===== config.mk =====
export PLATFORM = sky130hd
export DESIGN_NAME = w4a8_tile_scheduler_flat
export DESIGN_NICKNAME = d
export VERILOG_FILES = /design/src/rtl/w4a8_tile_scheduler_if.sv /design/src/rtl/w4a8_tile_scheduler.sv /design/src/flat_wrapper.sv
export SDC_FILE = /design/constraint.sdc
export NUM_CORES = 2
export LEC_CHECK = 0
export BUFFER_PORTS_ARGS = -buffer_cell sky130_fd_sc_hd__clkbuf_2
export CORE_AREA = 3 3 471 473
export DETAILED_ROUTE_END_ITERATION = 10
export DIE_AREA = 0 0 474 476
export PLACE_DENSITY = 0.46
export SLEW_MARGIN = 40
export SYNTH_ARGS = -nofsm -noshare
export SYNTH_HDL_FRONTEND = slang
export SYNTH_SLANG_ARGS = --single-unit

===== constraint.sdc =====
create_clock -name ap_clk -period 19.1 [get_ports ap_clk]
set_clock_uncertainty 0.1 [all_clocks]
set_input_delay 2.865 -clock ap_clk [delete_from_list [all_inputs] [get_ports ap_clk]]
set_output_delay 2.865 -clock ap_clk [all_outputs]
set_load 0.01 [all_outputs]

===== src/rtl/w4a8_tile_scheduler_if.sv =====
// Engine-side bundle of the w4a8 tile scheduler: per-engine start/done handshake,
// tile addresses and opcode. The scheduler uses the master modport, the engines the slave.
interface w4a8_tile_scheduler_if #(
   parameter int NUM_ENGINES = 4
);
   logic [NUM_ENGINES-1:0]    eng_start;
   logic [NUM_ENGINES-1:0]    eng_done;
   logic [NUM_ENGINES*64-1:0] eng_addr_act;
   logic [NUM_ENGINES*64-1:0] eng_addr_wgt;
   logic [NUM_ENGINES*64-1:0] eng_addr_res;
   logic [NUM_ENGINES*32-1:0] eng_op_code;

   modport master (
      output eng_start,
      output eng_addr_act,
      output eng_addr_wgt,
      output eng_addr_res,
      output eng_op_code,
      input  eng_done
   );

   modport slave (
      input  eng_start,
      input  eng_addr_act,
      input  eng_addr_wgt,
      input  eng_addr_res,
      input  eng_op_code,
      output eng_done
   );
endinterface


===== src/rtl/w4a8_tile_scheduler.sv =====
// Multi-engine GEMM tile dispatcher: splits M x N into tiles and hands them to free engines.
// Optional perf counters (perf_cycles/perf_tiles) are enabled with `define W4A8_SCHED_PERF_EN.
module w4a8_tile_scheduler #(
   parameter int          NUM_ENGINES    = 4,
   parameter int          TILE_M         = 32,
   parameter int          TILE_N         = 32,
   parameter logic [63:0] ACT_TILE_BYTES = 64'd4096,
   parameter logic [63:0] WGT_TILE_BYTES = 64'd4096,
   parameter logic [63:0] RES_TILE_BYTES = 64'd32768,
   parameter logic [7:0]  MODE           = 8'h01
) (
   input  logic                          ap_clk,
   input  logic                          areset,
   input  logic                          ap_start,
   output logic                          ap_done,
   output logic                          ap_idle,
   input  logic [31:0]                   M,
   input  logic [31:0]                   N,
   input  logic [31:0]                   K,
   input  logic [63:0]                   axi00_ptr0,
   input  logic [63:0]                   axi01_ptr0,
   input  logic [63:0]                   axi02_ptr0,
`ifdef W4A8_SCHED_PERF_EN
   output logic [31:0]                   perf_cycles,
   output logic [31:0]                   perf_tiles,
`endif
   w4a8_tile_scheduler_if.master         eng
);

   localparam int TM_SHIFT = $clog2(TILE_M);
   localparam int TN_SHIFT = $clog2(TILE_N);

   typedef enum logic [2:0] {
      S_IDLE,
      S_SETUP,
      S_DISPATCH,
      S_DRAIN,
      S_DONE
   } state_t;

   state_t                       r_state;
   logic                         r_apDone;
   logic                         r_apIdle;
   logic [NUM_ENGINES-1:0]       r_busy;
   logic [NUM_ENGINES-1:0]       r_engStart;
   logic [NUM_ENGINES-1:0][63:0] r_engAct;
   logic [NUM_ENGINES-1:0][63:0] r_engWgt;
   logic [NUM_ENGINES-1:0][63:0] r_engRes;
   logic [NUM_ENGINES-1:0][31:0] r_engOp;
   logic [31:0]                  r_m;
   logic [31:0]                  r_n;
   logic [23:0]                  r_k;
   logic [31:0]                  r_tm;
   logic [31:0]                  r_tn;
   logic [31:0]                  r_mIdx;
   logic [31:0]                  r_nIdx;
   logic [63:0]                  r_actBase;
   logic [63:0]                  r_actNext;
   logic [63:0]                  r_wgtNext;
   logic [63:0]                  r_resNext;

   logic [31:0]                  w_tmSetup;
   logic [31:0]                  w_tnSetup;
   logic [31:0]                  w_tm;
   logic [31:0]                  w_tn;
   logic [NUM_ENGINES-1:0]       w_freeMask;
   logic                         w_issue;
   logic                         w_lastM;
   logic                         w_lastTile;

   // Tile counts are derived from the latched dimensions while in SETUP, then held in r_tm/r_tn.
   assign w_tmSetup = (r_m + 32'(TILE_M - 1)) >> TM_SHIFT;
   assign w_tnSetup = (r_n + 32'(TILE_N - 1)) >> TN_SHIFT;
   assign w_tm      = (r_state == S_SETUP) ? w_tmSetup : r_tm;
   assign w_tn      = (r_state == S_SETUP) ? w_tnSetup : r_tn;

   // Lowest clear bit of the busy mask, one-hot; all-ones busy wraps to zero, so no engine is free.
   assign w_freeMask = ~r_busy & (r_busy + NUM_ENGINES'(1));

   assign w_issue    = (((r_state == S_SETUP) && (w_tmSetup != 32'd0) && (w_tnSetup != 32'd0)) ||
                        (r_state == S_DISPATCH)) && (|w_freeMask);
   assign w_lastM    = (r_mIdx == w_tm - 32'd1);
   assign w_lastTile = w_lastM && (r_nIdx == w_tn - 32'd1);

   // Control FSM plus the tile walker; running address registers avoid any multipliers.
   always_ff @(posedge ap_clk) begin
      if (areset) begin
         r_state    <= S_IDLE;
         r_apDone   <= 1'b0;
         r_apIdle   <= 1'b1;
         r_busy     <= '0;
         r_engStart <= '0;
         r_engAct   <= '0;
         r_engWgt   <= '0;
         r_engRes   <= '0;
         r_engOp    <= '0;
         r_m        <= '0;
         r_n        <= '0;
         r_k        <= '0;
         r_tm       <= '0;
         r_tn       <= '0;
         r_mIdx     <= '0;
         r_nIdx     <= '0;
         r_actBase  <= '0;
         r_actNext  <= '0;
         r_wgtNext  <= '0;
         r_resNext  <= '0;
      end else begin
         r_apDone   <= 1'b0;
         r_engStart <= '0;
         r_busy     <= (r_busy & ~eng.eng_done) | (w_issue ? w_freeMask : '0);

         if (w_issue) begin
            for (int e = 0; e < NUM_ENGINES; e++) begin
               if (w_freeMask[e]) begin
                  r_engStart[e] <= 1'b1;
                  r_engAct[e]   <= r_actNext;
                  r_engWgt[e]   <= r_wgtNext;
                  r_engRes[e]   <= r_resNext;
                  r_engOp[e]    <= {MODE, r_k};
               end
            end
            r_resNext <= r_resNext + RES_TILE_BYTES;
            if (w_lastM) begin
               r_mIdx    <= '0;
               r_actNext <= r_actBase;
               r_nIdx    <= r_nIdx + 32'd1;
               r_wgtNext <= r_wgtNext + WGT_TILE_BYTES;
            end else begin
               r_mIdx    <= r_mIdx + 32'd1;
               r_actNext <= r_actNext + ACT_TILE_BYTES;
            end
         end

         case (r_state)
            S_IDLE: begin
               if (ap_start) begin
                  r_m       <= M;
                  r_n       <= N;
                  r_k       <= K[23:0];
                  r_mIdx    <= '0;
                  r_nIdx    <= '0;
                  r_actBase <= axi00_ptr0;
                  r_actNext <= axi00_ptr0;
                  r_wgtNext <= axi01_ptr0;
                  r_resNext <= axi02_ptr0;
                  r_apIdle  <= 1'b0;
                  r_state   <= S_SETUP;
               end
            end
            S_SETUP: begin
               r_tm <= w_tmSetup;
               r_tn <= w_tnSetup;
               if ((w_tmSetup == 32'd0) || (w_tnSetup == 32'd0)) begin
                  r_apDone <= 1'b1;
                  r_state  <= S_DONE;
               end else if (w_lastTile) begin
                  r_state <= S_DRAIN;
               end else begin
                  r_state <= S_DISPATCH;
               end
            end
            S_DISPATCH: begin
               if (w_issue && w_lastTile) begin
                  r_state <= S_DRAIN;
               end
            end
            S_DRAIN: begin
               if (r_busy == '0) begin
                  r_apDone <= 1'b1;
                  r_state  <= S_DONE;
               end
            end
            S_DONE: begin
               r_apIdle <= 1'b1;
               r_state  <= S_IDLE;
            end
            default: begin
               r_state <= S_IDLE;
            end
         endcase
      end
   end

   assign ap_done          = r_apDone;
   assign ap_idle          = r_apIdle;
   assign eng.eng_start    = r_engStart;
   assign eng.eng_addr_act = r_engAct;
   assign eng.eng_addr_wgt = r_engWgt;
   assign eng.eng_addr_res = r_engRes;
   assign eng.eng_op_code  = r_engOp;

`ifdef W4A8_SCHED_PERF_EN
   logic [31:0] r_perfCycles;
   logic [31:0] r_perfTiles;

   // The accepted start cycle counts as the first cycle; counting stops once back in IDLE.
   always_ff @(posedge ap_clk) begin
      if (areset) begin
         r_perfCycles <= '0;
         r_perfTiles  <= '0;
      end else if ((r_state == S_IDLE) && ap_start) begin
         r_perfCycles <= 32'd1;
         r_perfTiles  <= '0;
      end else begin
         if ((r_state != S_IDLE) && (r_perfCycles != 32'hFFFF_FFFF)) begin
            r_perfCycles <= r_perfCycles + 32'd1;
         end
         if (w_issue) begin
            r_perfTiles <= r_perfTiles + 32'd1;
         end
      end
   end

   assign perf_cycles = r_perfCycles;
   assign perf_tiles  = r_perfTiles;
`endif

endmodule


===== src/flat_wrapper.sv =====
// flat-port wrapper written by rule: the top's interface ports become plain ports
module w4a8_tile_scheduler_flat 
#(
   parameter int          NUM_ENGINES    = 4,
   parameter int          TILE_M         = 32,
   parameter int          TILE_N         = 32,
   parameter logic [63:0] ACT_TILE_BYTES = 64'd4096,
   parameter logic [63:0] WGT_TILE_BYTES = 64'd4096,
   parameter logic [63:0] RES_TILE_BYTES = 64'd32768,
   parameter logic [7:0]  MODE           = 8'h01
)
  (ap_clk, areset, ap_start, ap_done, ap_idle, M, N, K, axi00_ptr0, axi01_ptr0, axi02_ptr0, eng_eng_start, eng_eng_addr_act, eng_eng_addr_wgt, eng_eng_addr_res, eng_eng_op_code, eng_eng_done);
  w4a8_tile_scheduler_if #(.NUM_ENGINES(NUM_ENGINES)) eng_i ();
  input  logic ap_clk;
  input  logic areset;
  input  logic ap_start;
  output logic ap_done;
  output logic ap_idle;
  input  logic [31:0] M;
  input  logic [31:0] N;
  input  logic [31:0] K;
  input  logic [63:0] axi00_ptr0;
  input  logic [63:0] axi01_ptr0;
  input  logic [63:0] axi02_ptr0;
  output wire logic [$bits(eng_i.eng_start)-1:0] eng_eng_start;
  output wire logic [$bits(eng_i.eng_addr_act)-1:0] eng_eng_addr_act;
  output wire logic [$bits(eng_i.eng_addr_wgt)-1:0] eng_eng_addr_wgt;
  output wire logic [$bits(eng_i.eng_addr_res)-1:0] eng_eng_addr_res;
  output wire logic [$bits(eng_i.eng_op_code)-1:0] eng_eng_op_code;
  input wire logic [$bits(eng_i.eng_done)-1:0] eng_eng_done;
  assign eng_eng_start = eng_i.eng_start;
  assign eng_eng_addr_act = eng_i.eng_addr_act;
  assign eng_eng_addr_wgt = eng_i.eng_addr_wgt;
  assign eng_eng_addr_res = eng_i.eng_addr_res;
  assign eng_eng_op_code = eng_i.eng_op_code;
  assign eng_i.eng_done = eng_eng_done;
  w4a8_tile_scheduler #(.NUM_ENGINES(NUM_ENGINES), .TILE_M(TILE_M), .TILE_N(TILE_N), .ACT_TILE_BYTES(ACT_TILE_BYTES), .WGT_TILE_BYTES(WGT_TILE_BYTES), .RES_TILE_BYTES(RES_TILE_BYTES), .MODE(MODE)) u_core (.ap_clk(ap_clk), .areset(areset), .ap_start(ap_start), .ap_done(ap_done), .ap_idle(ap_idle), .M(M), .N(N), .K(K), .axi00_ptr0(axi00_ptr0), .axi01_ptr0(axi01_ptr0), .axi02_ptr0(axi02_ptr0), .eng(eng_i));
endmodule

# Word level (Yosys, flattened, before mapping)
# Index checks and enable logic that the tools add are counted.
[totals]
register_bits = 1353
input_bits = 295
out_inout_bits = 902
elab_cells = 117
[op_classes]
n_addsub = 10
eq_ne = 9
n_mux = 37
bitwise = 6
reduce_logical = 23
[op_table]
columns = ["cell", "count"]
rows = [
  ["64-bit 2-to-1 mux", 11],
  ["32-bit 2-to-1 mux", 10],
  ["64-bit by 13-bit adder with 64-bit output (second input constant)", 2],
  ["32-bit by 1-bit adder with 32-bit output (second input constant)", 2],
  ["32-bit by 5-bit adder with 32-bit output (second input constant)", 2],
  ["64-bit by 16-bit adder with 64-bit output (second input constant)", 1],
  ["32-bit equality test", 2],
  ["32-bit zero test", 2],
  ["32-bit nonzero test", 2],
  ["32-bit by 1-bit subtractor with 32-bit output (second input constant)", 2],
  ["3-bit 2-to-1 mux", 4],
  ["3-bit one-hot mux with 4 select lines", 1],
  ["2-bit AND reduction", 6],
  ["4-bit AND", 2],
  ["1-bit 2-to-1 mux", 8],
  ["4-bit inverter", 2],
  ["3-bit by 2-bit equality test with 1-bit output (second input constant)", 2],
  ["1-bit logical AND", 5],
  ["4-bit by 1-bit adder with 4-bit output (second input constant)", 1],
  ["4-bit zero test", 1],
  ["4-bit 2-to-1 mux", 1],
  ["2-bit != test (second input constant)", 2],
  ["4-bit bitwise OR", 1],
  ["1-bit one-hot mux with 2 select lines", 2],
  ["other kinds (10)", 11],
]

# Logic depth before layout (Yosys ltp)
[logic_depth]
depth_word = 9
depth_mapped = 26
mapped_depth_nobuf = 17

# Worst setup path after synthesis
# No wires, ideal clock.
[synth_timing]
path_type = "register to register"
from = "reg u_core.r_state[0]"
to = "reg u_core.r_wgtNext[46]"
setup_time_ns = 0.122
t_arrival_ns = 6.103
required_time_ns = 18.878
slack_ns = 12.775
stages_incl_launch_ff = 25
n_path_buf = 10
synth_period_minus_slack_ns = 6.325
path_cell_list = "dfxtp_1 -> buf_2 -> or3b_4 -> buf_6 -> clkbuf_1 -> clkbuf_1 -> clkbuf_1 -> clkbuf_1 -> clkbuf_1 -> buf_1 -> nor2_1 -> a21oi_1 -> ha_1 -> o211ai_1 -> or3_1 -> or3b_2 -> a2111oi_0 -> nand4b_1 -> a211o_1 -> or4_1 -> buf_2 -> or2_1 -> buf_6 -> o311a_1 -> a221o_1"
[synth_between]
elab_chain_cells = 8
word_cells_on_any_way = 14
classes_between = "1 x add/sub; 3 x eq/ne; 5 x mux; 5 x reduce/logical"
[synth_rtl]
columns = ["item", "line", "source"]
rows = [
  ["start: declaration", "w4a8_tile_scheduler.sv:41", "state_t r_state;"],
  ["start signal: assignment", "w4a8_tile_scheduler.sv:88", "r_state <= S_IDLE;"],
  ["start signal: assignment", "w4a8_tile_scheduler.sv:148", "r_state <= S_SETUP;"],
  ["start signal: assignment", "w4a8_tile_scheduler.sv:156", "r_state <= S_DONE;"],
  ["3-bit by 1-bit equality test with 1-bit output", "w4a8_tile_scheduler.sv:74, w4a8_tile_scheduler.sv:80", ""],
  ["32-bit 2-to-1 mux or 1-bit logical AND (tied branches)", "n/a", ""],
  ["32-bit by 1-bit subtractor with 32-bit output or 1-bit logical AND (tied branches)", "w4a8_tile_scheduler.sv:82, w4a8_tile_scheduler.sv:80", ""],
  ["32-bit equality test or 1-bit logical OR (tied branches)", "w4a8_tile_scheduler.sv:82, w4a8_tile_scheduler.sv:80", ""],
  ["64-bit 2-to-1 mux or 1-bit logical AND (tied branches)", "w4a8_tile_scheduler.sv:124, w4a8_tile_scheduler.sv:81", ""],
  ["64-bit 2-to-1 mux", "w4a8_tile_scheduler.sv:113", "if (w_issue) begin"],
  ["64-bit 2-to-1 mux", "w4a8_tile_scheduler.sv:137", "if (ap_start) begin"],
  ["64-bit 2-to-1 mux *", "w4a8_tile_scheduler.sv:135", "case (r_state)"],
  ["end signal: assignment", "w4a8_tile_scheduler.sv:128", "r_wgtNext <= r_wgtNext + WGT_TILE_BYTES;"],
  ["end signal: assignment", "w4a8_tile_scheduler.sv:145", "r_wgtNext <= axi01_ptr0;"],
  ["end: declaration", "w4a8_tile_scheduler.sv:59", "logic [63:0] r_wgtNext;"],
]
# Every way passes the cells marked *; elsewhere a longest branch is shown, timed or not.
# A chain may end at the register's enable or synchronous reset.

# Worst setup path after layout
[layout_timing]
from = "reg u_core.r_m[0]"
to = "reg u_core.r_wgtNext[47]"
[layout_between]
elab_chain_cells = 9
word_cells_on_any_way = 13
classes_between = "2 x add/sub; 1 x eq/ne; 5 x mux; 5 x reduce/logical"
[layout_rtl]
columns = ["item", "line", "source"]
rows = [
  ["start: declaration", "w4a8_tile_scheduler.sv:50", "logic [31:0] r_m;"],
  ["start signal: assignment", "w4a8_tile_scheduler.sv:97", "r_m <= '0;"],
  ["start signal: assignment", "w4a8_tile_scheduler.sv:138", "r_m <= M;"],
  ["32-bit by 5-bit adder with 32-bit output *", "w4a8_tile_scheduler.sv:72", "assign w_tmSetup = (r_m + 32'(TILE_M - 1)) >> TM_SHIFT;"],
  ["branches (longest 5 deep; another with 32-bit by 1-bit subtractor with 32-bit output)", "n/a", ""],
  ["64-bit 2-to-1 mux *", "w4a8_tile_scheduler.sv:113", ""],
  ["64-bit 2-to-1 mux", "w4a8_tile_scheduler.sv:137", ""],
  ["64-bit 2-to-1 mux *", "w4a8_tile_scheduler.sv:135", ""],
]
# Every way passes the cells marked *.

==> qor.yml <==
status: "finished clean"
initial_core_util_pct: 25.8
grt_pass1_wl_um: 363000
seq_area_um2: 27100
die_w_um: 474
cp_common_cell: "or3_1"
post_cts_buffers: 0
fin_tns_setup_ns: 0
endpoint_kind: "flip-flop"
switching_share_pct: 33.5
cts_root_buf: "clkbuf_16"
hpwl_um: 177000
die_y_um: 476
rsz0062_at_grt: "no"
syn2layout_area_growth_pct: 24.2
slew_headroom_pct: 34.9
min_period_ns: 7.27
comb_power_share_pct: 18.7
worstMarginPinSlew_ns: 0.977
hold_viol: 0
grt_max_degree: 193
crit_required_ns: 19.71
grt_use_total_pct: 21.5
cp_slowest_stage_delay_ns: 0.71
fmax_ghz: 0.138
synth_area_um2: 56100
crit_type: "flip-flop to flip-flop"
cts_made_buffers: 161
ctsResizeCount: 0
yosys.cell_types.count: 96
final_common_cell: "nand2_1"
yosys_most_used_dff: "dfxtp_1"
multi_input_area_um2: 26600
antenna_found_initial: 56
std_cell_rows: 171
crit_start: "u_core.r_m[0]$_SDFFE_PP0P_"
viasPerCell: 4.92
finalPower_mw: 8.00
cts_sinks: 1353
internal-power_mw: 5.32
remaining_drc_errors: 0
finalMaxSlewViolations: 0
globalplace.congestion: 0.838
wire_per_inst_um: 22.9
cp-start-kind: "flip-flop"
first_iter_violations: 4164
port_buffers: 1160
ys_warn_count: 0
slowest_stage: "a2111oi_0"
hold_ws_ns: 0.349
power_per_cell_area_nw_per_um2: 115
htreeDepth: 4
clock_path_buffers: 3
min_from: "u_core.r_actBase[40]$_SDFFE_PP0P_"
overflow: 0
path_cells: "or3_1 > or3_1 > a31oi_1 > ha_1 > o211ai_1 > or3_1 > or3b_2 > a2111oi_0 > nand4b_1 > a211o_1 > or4_2 > buf_4 > nor2_4 > buf_4 > a311oi_1 > nor4_1"
r2r-start: "u_core.r_m[0]$_SDFFE_PP0P_"
cp_max_fo: 54
insertion_delay_ns: 0.83
fill_cells: 23400
ant_nets: 0
p_seq_share_pct: 41.3
fin_crit_sh_pct: 38.1
vdd_ir_drop_max_mv: 0.0836
ctsHoldBuffers: 0
drive_gt1_share_pct: 19.0
num_vias: 54700
power_frac_clock_pct: 40.0
ys_seq_area_share_pct: 48.2
core_um2: 217000
avgSynthCellArea_um2: 7.65
grt_pass1_vias: 51600
syn_inst: 7341
ys_ff_latch: 1353
crit_arrival_ns: 7.88
final_cell_mix: "nand2_1, dfxtp_1, clkbuf_2"
p_leak_nw: 25.7
first_pass_iters: 6
die_area_um2: 226000
totalWireLength_um: 254000
async_flop_share_pct: 0
p_sw_mw: 2.68
ios: 1197
clk_pin_slew_ns: 0.06
finalNetCount: 8416
maxCapViolations: 0
cts_tree: "yes"
finalSetupViolations: 0
hp-class: "flip-flop to flip-flop"
synth-edff-count: 0
-- power by group through the flow --
| stage | combinational (mW) | clock [mW] | sequential [mW] |
|---|---|---|---|
| 2_1_floorplan | 1.01 | 0 | 3.19 |
| 3_3_place_gp | 1.47 | 0 | 3.36 |
| 3_5_place_dp | 1.51 | 0 | 3.37 |
| 4_1_cts | 1.51 | 3.28 | 3.31 |
| 5_1_grt | 1.65 | 3.38 | 3.33 |
| 6_report | 1.49 | 3.20 | 3.31 |
-- worst paths after layout --
path	end	slack (ns)	depth (start not counted)
worst max-delay path	u_core.r_wgtNext[47]$_SDFF_PP0_	11.83	16
worst min-delay path	u_core.r_actBase[40]$_SDFFE_PP0P_	0.35	2
worst max register to register	u_core.r_wgtNext[47]$_SDFF_PP0_	11.83	16
worst min register to register	u_core.r_actBase[40]$_SDFFE_PP0P_	0.35	2
-- Yosys cell counts (14+ instances only) --
library cell	n	area, um^2
nand2_1	2337	8770
dfxtp_1	1353	27100
a21oi_1	1135	5680
clkbuf_1	526	1970
nor2_1	334	1250
nand3_1	128	641
xnor2_1	113	990
o21ai_0	107	536
xor2_1	103	902
a211oi_1	99	743
nor3_1	97	485
nor4_1	86	538
nand4_1	80	500
or3_1	64	400
and3_1	63	394
buf_1	63	236
a31oi_1	45	282
and2_1	42	263
and4_1	41	359
buf_2	35	175
inv_1	34	128
mux2i_1	34	340
buf_4	33	248
a311oi_1	24	210
or4_1	21	158
o31ai_1	20	150
o211ai_1	19	143
o21a_1	18	135
nor2b_1	17	106
a21o_1	15	113
nand2b_1	15	93.8
a21boi_0	14	105
o22ai_1	14	87.6
-- state kept, by name (all words and copies together), names as in the netlist, 64 cells and up --
register,flops
u_core.r_actNext,64
u_core.r_actBase,64
u_core.r_resNext,64
u_core.eng.eng_addr_act,256
u_core.eng.eng_addr_res,256
u_core.eng.eng_addr_wgt,256
u_core.r_wgtNext,64
u_core.eng.eng_op_code,100
-- metal layers --
metal	part of all wire [%]	GRT usage (%)	wire length [um]	vias to the layer above
met2	47	35.4	120000	1713
met4	3.9	8.67	9990	40
met1	41	26.1	104000	26300
met5	0.11	0	278	-
li1	-	-	-	26200
met3	8.0	6.41	20300	402
-- metrics by stage --
step	setup WS, ns	utilization [%]	instance area (um^2)	std cells
floorplan	12.78	-	56300	7368
global placement	12.06	29.3	63700	10800
detailed placement	12.00	29.5	64100	10800
CTS	11.98	32.0	69600	11100
global route	11.57	32.1	69700	11100
finish	11.83	32.1	69700	11100
-- cell families after synthesis --
logic type               Yosys count  synth area share, %
adder cells (fa/ha/maj)            7                0.156
buffers and inverters            694                 4.97
other                              1              0.00668
AND/OR/NAND/NOR                 3386                 25.8
AO/OA/AOI/OAI                   1638                 16.6
multiplexers                      46                0.847
flip-flops                      1353                 48.2
XOR/XNOR                         216                 3.37
-- worst max-delay path: cells and delay by family (launching register included) --
family	cells	cell delay, ns
compound gates	5	1.79
fa+ha+maj	1	0.28
buf+inv	2	0.94
flops	1	0.33
simple gates	8	3.63
-- area by class of cell --
type,count,share of cell area (%)
Clock buffer,234,6.60
Clock inverter,52,1.24
Inverter,34,0.183
Tap cell,2854,5.12
Multi-Input combinational cell,5321,38.1
Sequential cell,1353,38.8
Antenna cell,21,0.0754
Timing Repair Buffer,1243,9.83
Power figures use the tool's default switching activity.
